$ cat config.mk
export PLATFORM = sky130hd
export DESIGN_NAME = fetch_queue_flat
export DESIGN_NICKNAME = d
export VERILOG_FILES = /design/src/rtl/fetch_queue_if.sv /design/src/rtl/fetch_queue.sv /design/src/flat_wrapper.sv
export SDC_FILE = /design/constraint.sdc
export NUM_CORES = 1
export LEC_CHECK = 0
export ABC_AREA = 0
export BUFFER_PORTS_ARGS = -buffer_cell sky130_fd_sc_hd__buf_2
export CORE_ASPECT_RATIO = 0.75
export CORE_UTILIZATION = 59
export CTS_BUF_LIST = sky130_fd_sc_hd__clkbuf_8
export CTS_CLUSTER_SIZE = 28
export DETAILED_ROUTE_END_ITERATION = 16
export HOLD_SLACK_MARGIN = 0.02
export PLACE_DENSITY = 0.92
export SLEW_MARGIN = 20
export SYNTH_ARGS = -nofsm -noshare
export SYNTH_HDL_FRONTEND = slang
export SYNTH_SLANG_ARGS = --single-unit
$ cat constraint.sdc
create_clock -name clk -period 3.1 [get_ports clk]
set_clock_uncertainty 0.15 [all_clocks]
set_input_delay 0.155 -clock clk [delete_from_list [all_inputs] [get_ports clk]]
set_output_delay 0.155 -clock clk [all_outputs]
set_load 0.05 [all_outputs]
$ cat src/rtl/fetch_queue_if.sv
// Fetch front-end bus: instruction-memory port, redirect and decode handshake, status and counters.
interface fetch_queue_if #(
    parameter int unsigned DATA_W = 16,
    parameter int unsigned ADDR_W = 16,
    parameter int unsigned CNT_W  = 16
);
    logic [ADDR_W-1:0] imem_addr;
    logic [DATA_W-1:0] imem_rdata;
    logic              redirect_valid;
    logic [ADDR_W-1:0] redirect_pc;
    logic              deq_ready;
    logic              instr_valid;
    logic [DATA_W-1:0] instr;
    logic [ADDR_W-1:0] instr_pc;
    logic              halted;
    logic              illegal;
    logic [CNT_W-1:0]  fetch_count;
    logic [CNT_W-1:0]  flush_count;

    // fetch_queue side
    modport master (
        output imem_addr, instr_valid, instr, instr_pc, halted, illegal, fetch_count, flush_count,
        input  imem_rdata, redirect_valid, redirect_pc, deq_ready
    );

    // memory / decode / execute side
    modport slave (
        input  imem_addr, instr_valid, instr, instr_pc, halted, illegal, fetch_count, flush_count,
        output imem_rdata, redirect_valid, redirect_pc, deq_ready
    );
endinterface

$ cat src/rtl/fetch_queue.sv
// Instruction-fetch front end: owns the fetch PC, buffers {pc, word} pairs in a small FIFO
// ahead of decode, flushes on redirect and stops on the halt or illegal word.
module fetch_queue #(
    parameter int unsigned DATA_W = 16,
    parameter int unsigned ADDR_W = 16,
    parameter int unsigned DEPTH  = 4,
    parameter logic [ADDR_W-1:0] PC_STEP      = ADDR_W'(1),
    parameter logic [ADDR_W-1:0] RESET_PC     = '0,
    parameter logic [DATA_W-1:0] HALT_WORD    = '1,
    parameter logic [DATA_W-1:0] ILLEGAL_WORD = '0,
    parameter int unsigned CNT_W  = 16
) (
    input  logic          clk,
    input  logic          reset,
    fetch_queue_if.master bus
);
    localparam int unsigned PTR_W = (DEPTH > 1) ? $clog2(DEPTH) : 1;
    localparam int unsigned OCC_W = $clog2(DEPTH + 1);

    typedef struct packed {
        logic [ADDR_W-1:0] pc;
        logic [DATA_W-1:0] word;
    } entry_t;

    typedef enum logic [1:0] {
        RUN  = 2'd0,
        STOP = 2'd1,
        DONE = 2'd2
    } state_t;

    state_t            state, state_nxt;
    entry_t            mem [DEPTH];
    entry_t            head;
    logic [PTR_W-1:0]  rd_ptr, rd_ptr_nxt;
    logic [PTR_W-1:0]  wr_ptr, wr_ptr_nxt;
    logic [OCC_W-1:0]  count, count_nxt;
    logic [ADDR_W-1:0] fetch_pc, fetch_pc_nxt;
    logic              halted, halted_nxt;
    logic              illegal, illegal_nxt;
    logic [CNT_W-1:0]  fetch_count, fetch_count_nxt;
    logic [CNT_W-1:0]  flush_count, flush_count_nxt;
    logic              head_valid;
    logic              redirect;
    logic              pop;
    logic              push;
    logic              word_terminal;

    assign head = mem[rd_ptr];

    // Next-state, FIFO control and counter updates; redirect outranks push and pop
    always_comb begin
        state_nxt       = state;
        rd_ptr_nxt      = rd_ptr;
        wr_ptr_nxt      = wr_ptr;
        count_nxt       = count;
        fetch_pc_nxt    = fetch_pc;
        halted_nxt      = halted;
        illegal_nxt     = illegal;
        fetch_count_nxt = fetch_count;
        flush_count_nxt = flush_count;

        head_valid    = (count != '0) && (state != DONE);
        redirect      = bus.redirect_valid && (state != DONE);
        pop           = head_valid && bus.deq_ready && !redirect;
        push          = (state == RUN) && ((count < OCC_W'(DEPTH)) || pop) && !bus.redirect_valid;
        word_terminal = (bus.imem_rdata == HALT_WORD) || (bus.imem_rdata == ILLEGAL_WORD);

        if (redirect) begin
            rd_ptr_nxt      = wr_ptr;
            count_nxt       = '0;
            fetch_pc_nxt    = bus.redirect_pc;
            flush_count_nxt = flush_count + CNT_W'(count);
            state_nxt       = RUN;
        end else begin
            if (pop) begin
                rd_ptr_nxt = rd_ptr + PTR_W'(1);
            end
            if (push) begin
                wr_ptr_nxt      = wr_ptr + PTR_W'(1);
                fetch_pc_nxt    = fetch_pc + PC_STEP;
                fetch_count_nxt = fetch_count + CNT_W'(1);
            end
            count_nxt = count + OCC_W'(push) - OCC_W'(pop);

            case (state)
                RUN: begin
                    if (push && word_terminal) begin
                        state_nxt = STOP;
                    end
                end
                STOP: begin
                    // nothing is pushed after the terminal word, so it is the last entry
                    if (pop && (count == OCC_W'(1))) begin
                        state_nxt = DONE;
                        if (head.word == HALT_WORD) begin
                            halted_nxt = 1'b1;
                        end else begin
                            illegal_nxt = 1'b1;
                        end
                    end
                end
                default: begin
                end
            endcase
        end
    end

    // State register
    always_ff @(posedge clk) begin
        if (reset) begin
            state       <= RUN;
            rd_ptr      <= '0;
            wr_ptr      <= '0;
            count       <= '0;
            fetch_pc    <= RESET_PC;
            halted      <= 1'b0;
            illegal     <= 1'b0;
            fetch_count <= '0;
            flush_count <= '0;
        end else begin
            state       <= state_nxt;
            rd_ptr      <= rd_ptr_nxt;
            wr_ptr      <= wr_ptr_nxt;
            count       <= count_nxt;
            fetch_pc    <= fetch_pc_nxt;
            halted      <= halted_nxt;
            illegal     <= illegal_nxt;
            fetch_count <= fetch_count_nxt;
            flush_count <= flush_count_nxt;
        end
    end

    // Queue storage needs no reset: entries are only visible while counted
    always_ff @(posedge clk) begin
        if (!reset && push) begin
            mem[wr_ptr] <= {fetch_pc, bus.imem_rdata};
        end
    end

    assign bus.imem_addr   = fetch_pc;
    assign bus.instr_valid = head_valid;
    assign bus.instr       = head_valid ? head.word : '0;
    assign bus.instr_pc    = head_valid ? head.pc : '0;
    assign bus.halted      = halted;
    assign bus.illegal     = illegal;
    assign bus.fetch_count = fetch_count;
    assign bus.flush_count = flush_count;
endmodule

$ cat src/flat_wrapper.sv
// flat-port wrapper written by rule: the top's interface ports become plain ports
module fetch_queue_flat 
#(
    parameter int unsigned DATA_W = 16,
    parameter int unsigned ADDR_W = 16,
    parameter int unsigned DEPTH  = 4,
    parameter logic [ADDR_W-1:0] PC_STEP      = ADDR_W'(1),
    parameter logic [ADDR_W-1:0] RESET_PC     = '0,
    parameter logic [DATA_W-1:0] HALT_WORD    = '1,
    parameter logic [DATA_W-1:0] ILLEGAL_WORD = '0,
    parameter int unsigned CNT_W  = 16
)
  (clk, reset, bus_imem_addr, bus_instr_valid, bus_instr, bus_instr_pc, bus_halted, bus_illegal, bus_fetch_count, bus_flush_count, bus_imem_rdata, bus_redirect_valid, bus_redirect_pc, bus_deq_ready);
  fetch_queue_if #(.DATA_W(DATA_W), .ADDR_W(ADDR_W), .CNT_W(CNT_W)) bus_i ();
  input  logic clk;
  input  logic reset;
  output wire logic [$bits(bus_i.imem_addr)-1:0] bus_imem_addr;
  output wire logic [$bits(bus_i.instr_valid)-1:0] bus_instr_valid;
  output wire logic [$bits(bus_i.instr)-1:0] bus_instr;
  output wire logic [$bits(bus_i.instr_pc)-1:0] bus_instr_pc;
  output wire logic [$bits(bus_i.halted)-1:0] bus_halted;
  output wire logic [$bits(bus_i.illegal)-1:0] bus_illegal;
  output wire logic [$bits(bus_i.fetch_count)-1:0] bus_fetch_count;
  output wire logic [$bits(bus_i.flush_count)-1:0] bus_flush_count;
  input wire logic [$bits(bus_i.imem_rdata)-1:0] bus_imem_rdata;
  input wire logic [$bits(bus_i.redirect_valid)-1:0] bus_redirect_valid;
  input wire logic [$bits(bus_i.redirect_pc)-1:0] bus_redirect_pc;
  input wire logic [$bits(bus_i.deq_ready)-1:0] bus_deq_ready;
  assign bus_imem_addr = bus_i.imem_addr;
  assign bus_instr_valid = bus_i.instr_valid;
  assign bus_instr = bus_i.instr;
  assign bus_instr_pc = bus_i.instr_pc;
  assign bus_halted = bus_i.halted;
  assign bus_illegal = bus_i.illegal;
  assign bus_fetch_count = bus_i.fetch_count;
  assign bus_flush_count = bus_i.flush_count;
  assign bus_i.imem_rdata = bus_imem_rdata;
  assign bus_i.redirect_valid = bus_redirect_valid;
  assign bus_i.redirect_pc = bus_redirect_pc;
  assign bus_i.deq_ready = bus_deq_ready;
  fetch_queue #(.DATA_W(DATA_W), .ADDR_W(ADDR_W), .DEPTH(DEPTH), .PC_STEP(PC_STEP), .RESET_PC(RESET_PC), .HALT_WORD(HALT_WORD), .ILLEGAL_WORD(ILLEGAL_WORD), .CNT_W(CNT_W)) u_core (.clk(clk), .reset(reset), .bus(bus_i));
endmodule
==> run summary <==
RSZ-0062 raised after global routing -> false
Hold slack -> 0.08511 ns
Vias in the first global route -> 5527
Share of layout cells above drive strength 1 -> 26.52%
DP Worst Slack -> 0.3362 ns
Final net count -> 776
Initial antenna violation count -> 0
Logic gate share of total power -> 13.4%
Router iterations before antenna repair -> 6
Port-buffer cells -> 118
Psw -> 0.001395 W
Hold Path Cell Cnt -> 4
Syn-to-layout area delta -> 19.30%
Antenna fix cells -> 0
DRT iter0 DRCs -> 850
CP bufs+invs -> 2
Setup ws final -> 0.2803 ns
P_int -> 0.003868 W
Crit path cell chain -> nand2b_1, o31ai_1, nor3b_1, ha_1, inv_1, ha_1, inv_1, fa_1, xnor2_1, xnor2_1, nor3_1
R2R depth -> 11
DRC viols -> 0
Final Hold Vio Count -> 0
Post-DR wirelength/cell -> 22.09 µm
Top_reg_cell synth -> edfxtp_1
Worst path depth -> 11
Relative slew slack -> 42.38%
Slew @ Worst Pin -> 0.8622 ns
Required time worst endpoint -> 3.28 ns
Worst-Skew Late Latency -> 0.46 ns
Syn_area_per_cell -> 13.86 µm²
GR Overflow Total -> 0
First-pass GRT wire length -> 30.35 mm
YS warnings -> 0
Worst setup path start -> u_core.state[0]$_SDFFE_PP0P_
Synth unique cells -> 49
Max incr delay on CP -> 0.46 ns
Filler cells -> 763
HPWL after DPL -> 12.20 mm
Crit-path slowest cell -> dfxtp_1
PostCTS Resize Cnt -> 0
Die area -> 13860 µm²
Critical R2R Capture -> u_core.count[2]$_SDFF_PP0_
CP arrival -> 3.00 ns
Met1 usage -> 38.42%
Reg2reg start -> u_core.state[0]$_SDFFE_PP0P_
Kind of critical path -> reg2reg
Number of synthesized flops with an enable pin -> 128
Vias per cell -> 6.385
Yosys top cell by area -> edfxtp_1
Final setup fails -> 0
Routed wire length -> 20.10 mm
CTS Buffer Depth -> 2
Die Ht -> 102.2 µm
Hold Path Origin -> bus_redirect_valid
GRT Util Overall -> 29.91%
Core area -> 13020 µm²
Leak pwr -> 3.404 nW
Synthesized Nets -> 619
Worst Path Max Fanout -> 7
Crit end category -> flip-flop
Top-area cell type share of the netlist area -> 48.67%
Outcome -> finished clean
Vias -> 5810
IO Pins -> 119
Post-Synthesis Cells -> 570
Switching Share -> 26.51%
GR Util met3 -> 6.448%
Cell family with most CP delay -> adder cells
Die width -> 135.6 µm
Fin crit share -> 90.96%
Seq pwr share -> 54.2%
Total setup buffers inserted after CTS -> 0
TritonCTS clock tree -> built
Pwr dens -> 558.7 nW/µm²
Post-route minimum period -> 2.820 ns
CTS Buf Count -> 17
Multi-input logic area -> 2650 µm²
Clock power frac -> 32.4%
Synth area leaders -> edfxtp_1, dfxtp_1, mux4_2
Hold_buf cts -> 34
Worst vdd ir -> 331.3 µV
GR peak layer -> met2
RD Place Congestion -> 0.8030
Post-Synthesis Cell Area -> 7898 µm²
Global-route met2 utilization -> 49.29%
Fin Setup TNS -> 0 ns
Sequential cell area -> 5066 µm²
Hold Path Class -> in2reg
Final Slew Violations -> 0
Worst-path clk slew -> 0.10 ns
#FFs+latches synth -> 189
CP startpoint kind -> flip-flop
Clock Sinks -> 189
DRT antenna net count -> 0
R2R Setup Slk -> 0.28 ns
Initial core utilization -> 60.67%
F_max -> 354.7 MHz
FFs w/ async S/R, synth -> 0%
Htree depth -> 4
Placement Rows -> 36
CTS Root Buffer Type -> clkbuf_8
Largest net degree at the start of global routing -> 60
Max Cap Viol -> 0
Sequential fraction of the synthesis area -> 64.13%
## flip-flops by register name, summed over array words and instances, names as in the netlist, named ones only
signal and flops:
u_core.rd_ptr 2, u_core.count 3, u_core.bus.illegal 1, u_core.state 2, u_core.mem 128, u_core.wr_ptr 2
u_core.bus.fetch_count 16, u_core.bus.imem_addr 16, u_core.bus.flush_count 16, u_core.bus.halted 1
## stage by stage
stage | cells | area (µm²) | utilization [%] | power, W
floorplan | 570 | 7898 | - | 0.003364
global placement | 845 | 8667 | 66.58 | 0.003529
detailed placement | 845 | 8667 | 66.58 | 0.003564
CTS | 910 | 9422 | 72.38 | 0.005240
global route | 910 | 9422 | 72.38 | 0.005410
finish | 910 | 9422 | 72.38 | 0.005264
## final cells by class
type,count,share of cell area (%)
Inverter,19,0.7570
Clock buffer,17,2.483
Multi-Input combinational cell,338,28.13
Sequential cell,189,53.77
Clock inverter,14,1.912
Tap cell,171,2.271
Timing Repair Buffer,162,10.68
## tightest hold or removal path: stages
cell     delay (ns)
buf_2          0.18
nor4b_1        0.10
a21oi_1        0.12
a21oi_1        0.09
## worst max path at each step
stage / end
floorplan: u_core.mem[0][0]$_DFFE_PP_
global placement: u_core.count[2]$_SDFF_PP0_
detailed placement: u_core.count[2]$_SDFF_PP0_
CTS: bus_instr[6]
global route: u_core.count[2]$_SDFF_PP0_
finish: u_core.count[2]$_SDFF_PP0_
## synthesized netlist by cell type (all sizes together) (3+ instances only)
cell type,n
and2,38
dfxtp,61
nor3,17
o21ai,16
edfxtp,128
or3,12
xor2,8
inv,19
a31oi,4
ha,11
nor4,12
nor2b,3
nand4,19
a21oi,26
xnor2,21
nand2b,3
nand2,27
nor3b,4
nand3,12
clkbuf,14
a211oi,8
nor2,39
and4,3
mux4,32
buf,10
and3,6
## routing by layer
layer / wire length (µm) / vias to the layer above
li1: - / 2454
met1: 7589 / 2839
met5: 0 / -
met4: 884 / 0
met3: 1794 / 96
met2: 9830 / 421
## cell usage in the layout (no fill, tap or decap), drive strengths merged, types with 16 or more instances in the layout
cell | netlist | layout
nand4 | 19 | 19
nor2 | 39 | 39
nor3 | 17 | 17
edfxtp | 128 | 128
xnor2 | 21 | 21
dlygate4sd3 | 0 | 34
nand2 | 27 | 27
buf | 10 | 128
mux4 | 32 | 32
dfxtp | 61 | 61
and2 | 38 | 38
o21ai | 16 | 16
clkbuf | 14 | 17
inv | 19 | 22
a21oi | 26 | 26
## power groups by stage
stage	combinational (W)	sequential, W	clock [W]
2_1_floorplan	0.000423	0.00294	0
3_3_place_gp	0.000637	0.00289	0
3_5_place_dp	0.000661	0.00290	0
4_1_cts	0.000698	0.00285	0.00170
5_1_grt	0.000744	0.00286	0.00181
6_report	0.000708	0.00285	0.00170
## cells by family after synthesis
logic type	count (synthesis)	synth area share, %
flip-flops	189	64.13
buffers and inverters	43	2.313
AO/OA/AOI/OAI	65	5.149
AND/OR/NAND/NOR	199	13.82
XOR/XNOR	29	3.216
adder cells (fa/ha/maj)	13	2.250
multiplexers	32	9.125
Power figures use the tool's default switching activity.
